===== src/rtl/mult_sequencer.sv =====
// rtl/mult_sequencer.sv - sequential shift-add unsigned multiplier with valid/ready handshakes

module fulladder #(
    parameter int WIDTH = 8
) (
    input  logic [WIDTH-1:0] x,
    input  logic [WIDTH-1:0] y,
    input  logic             cin,
    output logic [WIDTH-1:0] sum,
    output logic             cout
);
    logic [WIDTH:0] c;

    always_comb begin
        sum  = '0;
        c    = '0;
        c[0] = cin;
        for (int i = 0; i < WIDTH; i++) begin
            sum[i]   = x[i] ^ y[i] ^ c[i];
            c[i + 1] = (x[i] & y[i]) | (c[i] & (x[i] ^ y[i]));
        end
        cout = c[WIDTH];
    end
endmodule

module mult_sequencer #(
    parameter int WIDTH = 8
) (
    input  logic               clk,
    input  logic               rst,
    input  logic               in_valid,
    output logic               in_ready,
    input  logic [WIDTH-1:0]   a,
    input  logic [WIDTH-1:0]   b,
    output logic               out_valid,
    input  logic               out_ready,
    output logic [2*WIDTH-1:0] p,
    output logic               busy
);
    localparam int CW = (WIDTH > 1) ? $clog2(WIDTH) : 1;

    typedef enum logic [1:0] {
        IDLE = 2'd0,
        RUN  = 2'd1,
        DONE = 2'd2
    } state_t;

    state_t             state_q, state_d;
    logic [WIDTH-1:0]   mcand_q, mcand_d;
    logic [2*WIDTH-1:0] prod_q, prod_d;
    logic [CW-1:0]      count_q, count_d;

    logic [WIDTH-1:0]   addend;
    logic [WIDTH-1:0]   add_sum;
    logic               add_cout;
    logic [2*WIDTH-1:0] shifted;

    // One adder serves every iteration; the low product bit selects whether mcand is added.
    assign addend = prod_q[0] ? mcand_q : '0;

    fulladder #(.WIDTH(WIDTH)) u_add (
        .x    (prod_q[2*WIDTH-1:WIDTH]),
        .y    (addend),
        .cin  (1'b0),
        .sum  (add_sum),
        .cout (add_cout)
    );

    if (WIDTH == 1) begin : g_shift_w1
        assign shifted = {add_cout, add_sum};
    end else begin : g_shift_wn
        assign shifted = {add_cout, add_sum, prod_q[WIDTH-1:1]};
    end

    always_comb begin
        state_d   = state_q;
        mcand_d   = mcand_q;
        prod_d    = prod_q;
        count_d   = count_q;
        in_ready  = 1'b0;
        out_valid = 1'b0;
        busy      = 1'b1;
        case (state_q)
            IDLE: begin
                in_ready = 1'b1;
                busy     = 1'b0;
                if (in_valid) begin
                    mcand_d = a;
                    prod_d  = {{WIDTH{1'b0}}, b};
                    count_d = '0;
                    state_d = RUN;
                end
            end
            RUN: begin
                prod_d  = shifted;
                count_d = count_q + 1'b1;
                if (count_q == CW'(WIDTH - 1)) begin
                    state_d = DONE;
                end
            end
            DONE: begin
                out_valid = 1'b1;
                if (out_ready) begin
                    state_d = IDLE;
                end
            end
            default: begin
                state_d = IDLE;
            end
        endcase
    end

    always_ff @(posedge clk) begin
        if (rst) begin
            state_q <= IDLE;
            mcand_q <= '0;
            prod_q  <= '0;
            count_q <= '0;
        end else begin
            state_q <= state_d;
            mcand_q <= mcand_d;
            prod_q  <= prod_d;
            count_q <= count_d;
        end
    end

    assign p = prod_q;
endmodule

===== config.mk =====
export PLATFORM = sky130hd
export DESIGN_NAME = mult_sequencer
export DESIGN_NICKNAME = d
export VERILOG_FILES = /design/src/rtl/mult_sequencer.sv
export SDC_FILE = /design/constraint.sdc
export NUM_CORES = 1
export LEC_CHECK = 0
export BUFFER_PORTS_ARGS = -buffer_cell sky130_fd_sc_hd__buf_2
export CORE_MARGIN = 2
export CORE_UTILIZATION = 46
export DETAILED_ROUTE_END_ITERATION = 8
export PLACE_DENSITY_LB_ADDON = 0.12
export SYNTH_ARGS = -nofsm -noshare
export SYNTH_HDL_FRONTEND = slang
export SYNTH_HIERARCHICAL = 1
export SYNTH_SLANG_ARGS = --single-unit

===== constraint.sdc =====
create_clock -name clk -period 3.5 [get_ports clk]
set_input_delay 0 -clock clk [delete_from_list [all_inputs] [get_ports clk]]
set_output_delay 0 -clock clk [all_outputs]
set_load 0.005 [all_outputs]

==> flow_summary.json <==
{
  "status": "complete, but fails checks",
  "violations": "negative setup slack",
  "drv_cap": 0,
  "clock_skew_ns": 0.00666,
  "drt_first_pass_iters": 3,
  "hp-class": "in -> reg",
  "critPathRequiredTime_ns": 3.78,
  "portBuffers": 38,
  "max_freq_mhz": 284,
  "drt-initial-drc-count": 23,
  "place_area_mm2": 0.00164,
  "drive_above_1_share_pct": 39.7,
  "antenna_cells": 0,
  "synth_top_area_share_pct": 40.0,
  "clockBufferDepth": 2,
  "initial_core_util_pct": 47.9,
  "fillers": 270,
  "critical_path_class": "reg -> reg",
  "cts_root_buf": "clkbuf_4",
  "critPathCaptureType": "register",
  "crit_fanout": 2,
  "fin_crit_sh_pct": 101,
  "cts_buffers": 5,
  "viasPerCell": 4.75,
  "setup_ws_ns": -0.0261,
  "finalInstanceArea_mm2": 0.00183,
  "ys_ff_latch": 29,
  "syn_avg_cell_area_um2": 10.4,
  "syn_inst": 140,
  "ys_seq_area_share_pct": 40.0,
  "tightest_slew_ns": 0.834,
  "synth_top_area_cell": "dfxtp_1",
  "die-area_mm2": 0.00362,
  "num_vias": 1107,
  "slew_headroom_pct": 44.4,
  "syn_to_final_growth_pct": 26.1,
  "synth_area_leaders": "dfxtp_1, fa_1, a211oi_2",
  "crit_arrival_ns": 3.80,
  "fp-row-count": 20,
  "cts.sinks": 29,
  "startpoint_type": "register",
  "insertion_delay_ns": 0.33,
  "io_pins": 39,
  "gp_congestion": 0.688,
  "ys_warn_count": 6,
  "grt_remaining_overflow": 0,
  "finalCriticalPeriod_ns": 3.53,
  "final_util_pct": 60.4,
  "grt_setup_unrepaired": "true",
  "grt_start_max_net_pins": 21,
  "grt_pass1_wl_mm": 4.73,
  "grt_pass1_vias": 1044,
  "final_nets": 218,
  "regArea_um2": 583,
  "irDropWorstVdd_uv": 231,
  "clk_pin_slew_ns": 0.09,
  "setup_viol": 1,
  "cts_tree": "built",
  "syn_nets": 170,
  "p_leak_nw": 0.832,
  "synth_area_mm2": 0.00145,
  "totalWireLength_mm": 2.77,
  "hold_viol_final": 0,
  "htreeDepth": 2,
  "ant_nets": 0,
  "dp_hpwl_mm": 1.94,
  "coreArea_mm2": 0.00303,
  "grt_antenna_before_repair": 0,
  "slew_violations": 0,
  "power.density_mw_per_mm2": 377,
  "die_w_um": 60.1,
  "wl_per_cell_um": 11.9,
  "route.detailed.drc": 0,
  "ys_types": 29,
  "multiInputGateArea_um2": 769,
  "die_h_um": 60.1,
  "track_usage_pct": 18.0
}
synth_stat cells:
cell / instances
a211oi_2: 8
a21oi_1: 9
a22o_1: 10
and2_1: 8
buf_2: 3
buf_4: 1
buf_6: 3
buf_8: 1
clkbuf_1: 1
conb_1: 1
dfxtp_1: 29
fa_1: 8
ha_1: 2
inv_1: 12
mux2_2: 1
mux2i_1: 9
nand2_1: 16
nand2b_1: 1
nand3b_1: 1
nor2_1: 6
nor2_2: 2
nor2_4: 1
nor2b_1: 1
nor3_1: 1
nor3b_1: 1
nor3b_2: 1
o21ba_1: 1
or2_2: 1
or3b_1: 1
per-stage QoR:
stage | setup WS, ns | cells | total power [mW] | setup TNS [ns] | hold WS (ns)
CTS | -0.136 | 233 | 0.698 | -0.136 | 0.0204
global route | -0.124 | 233 | 0.731 | -0.124 | 0.0196
detailed placement | -0.157 | 215 | 0.457 | -0.164 | 0.253
finish | -0.0261 | 233 | 0.689 | -0.0261 | 0.0332
global placement | -0.0751 | 215 | 0.453 | -0.0751 | 0.246
floorplan | -0.0592 | 140 | 0.430 | -0.0592 | 0.136
report_power, final:
part / internal [mW] / switching [mW]
clock: 0.116 / 0.115
combinational: 0.0499 / 0.0456
sequential: 0.347 / 0.0150
total: 0.513 / 0.176
metal layers:
| layer | share of wire, % | global-route usage (%) | vias to the layer above |
|---|---|---|---|
| met5 | 0 | 0 | - |
| met4 | 1.8 | 7.62 | 0 |
| met3 | 4.3 | 5.84 | 5 |
| met2 | 47 | 28.1 | 26 |
| met1 | 47 | 22.7 | 515 |
| li1 | - | - | 561 |
flip-flops by register name (all words and copies together) (netlist names):
name / flops
count_q: 3
state_q: 2
p: 16
mcand_q: 8
cells by family after synthesis:
group	after synthesis	share of synthesized area (%)
compound gates	28	16.7
fa+ha+maj	10	12.8
buf+inv	21	8.28
flops	29	40.0
mux	10	6.99
other cells	1	0.259
simple gates	41	14.9
timing repair:
action / in CTS / in global routing
buffers inserted: 0 / 0
hold buffers: 10 / 0
endpoints found under the hold margin: 10 / 0
resized for setup: 1 / 8
endpoints found under the setup margin: 2 / 2
gates cloned: 0 / 0
pin swaps: 0 / 0
placed cells by master (no fill, tap or decap), types with 2 or more instances in the layout:
master	netlist	layout
buf_2	3	38
dfxtp_1	29	27
nand2_1	16	16
a22o_1	10	10
dlygate4sd3_1	0	10
inv_1	12	9
mux2i_1	9	9
a21oi_1	9	9
a211oi_2	8	8
and2_1	8	7
fa_2	0	7
nor2_1	6	6
clkbuf_4	0	5
inv_2	0	3
nor2_2	2	2
ha_1	2	2
clkbuf_8	0	2
dfxtp_2	0	2
buf_4	1	2
worst max-delay path, stage by stage, from the launching register on:
cell and delay [ns]:
dfxtp_2 0.33, and2_4 0.15, fa_2 0.38, inv_2 0.06, fa_2 0.18, inv_2 0.04
fa_2 0.33, fa_2 0.34, fa_2 0.34, fa_2 0.34, fa_2 0.34, inv_2 0.06
fa_1 0.40, inv_1 0.07, a22o_1 0.12
worst paths after layout:
kind	endpoint	slack, ns	cells after the start	from
setup reg to reg	p[14]	-0.03	14	mcand_q[0]
setup / recovery	p[14]	-0.03	14	mcand_q[0]
hold reg to reg	mcand_q[2]	0.46	2	mcand_q[2]
hold / removal	p[1]	0.03	3	b[1]
area by class of cell:
class                   count  share of cell area, %
multi-input cells          90                   42.1
flip-flops and latches     29                   31.9
repair buffers             50                   16.7
clock buffers               7                   3.56
well taps                  44                   3.01
inverters                  12                   2.46
clock inverters             1                  0.274
(Power assumes the default switching activity.)
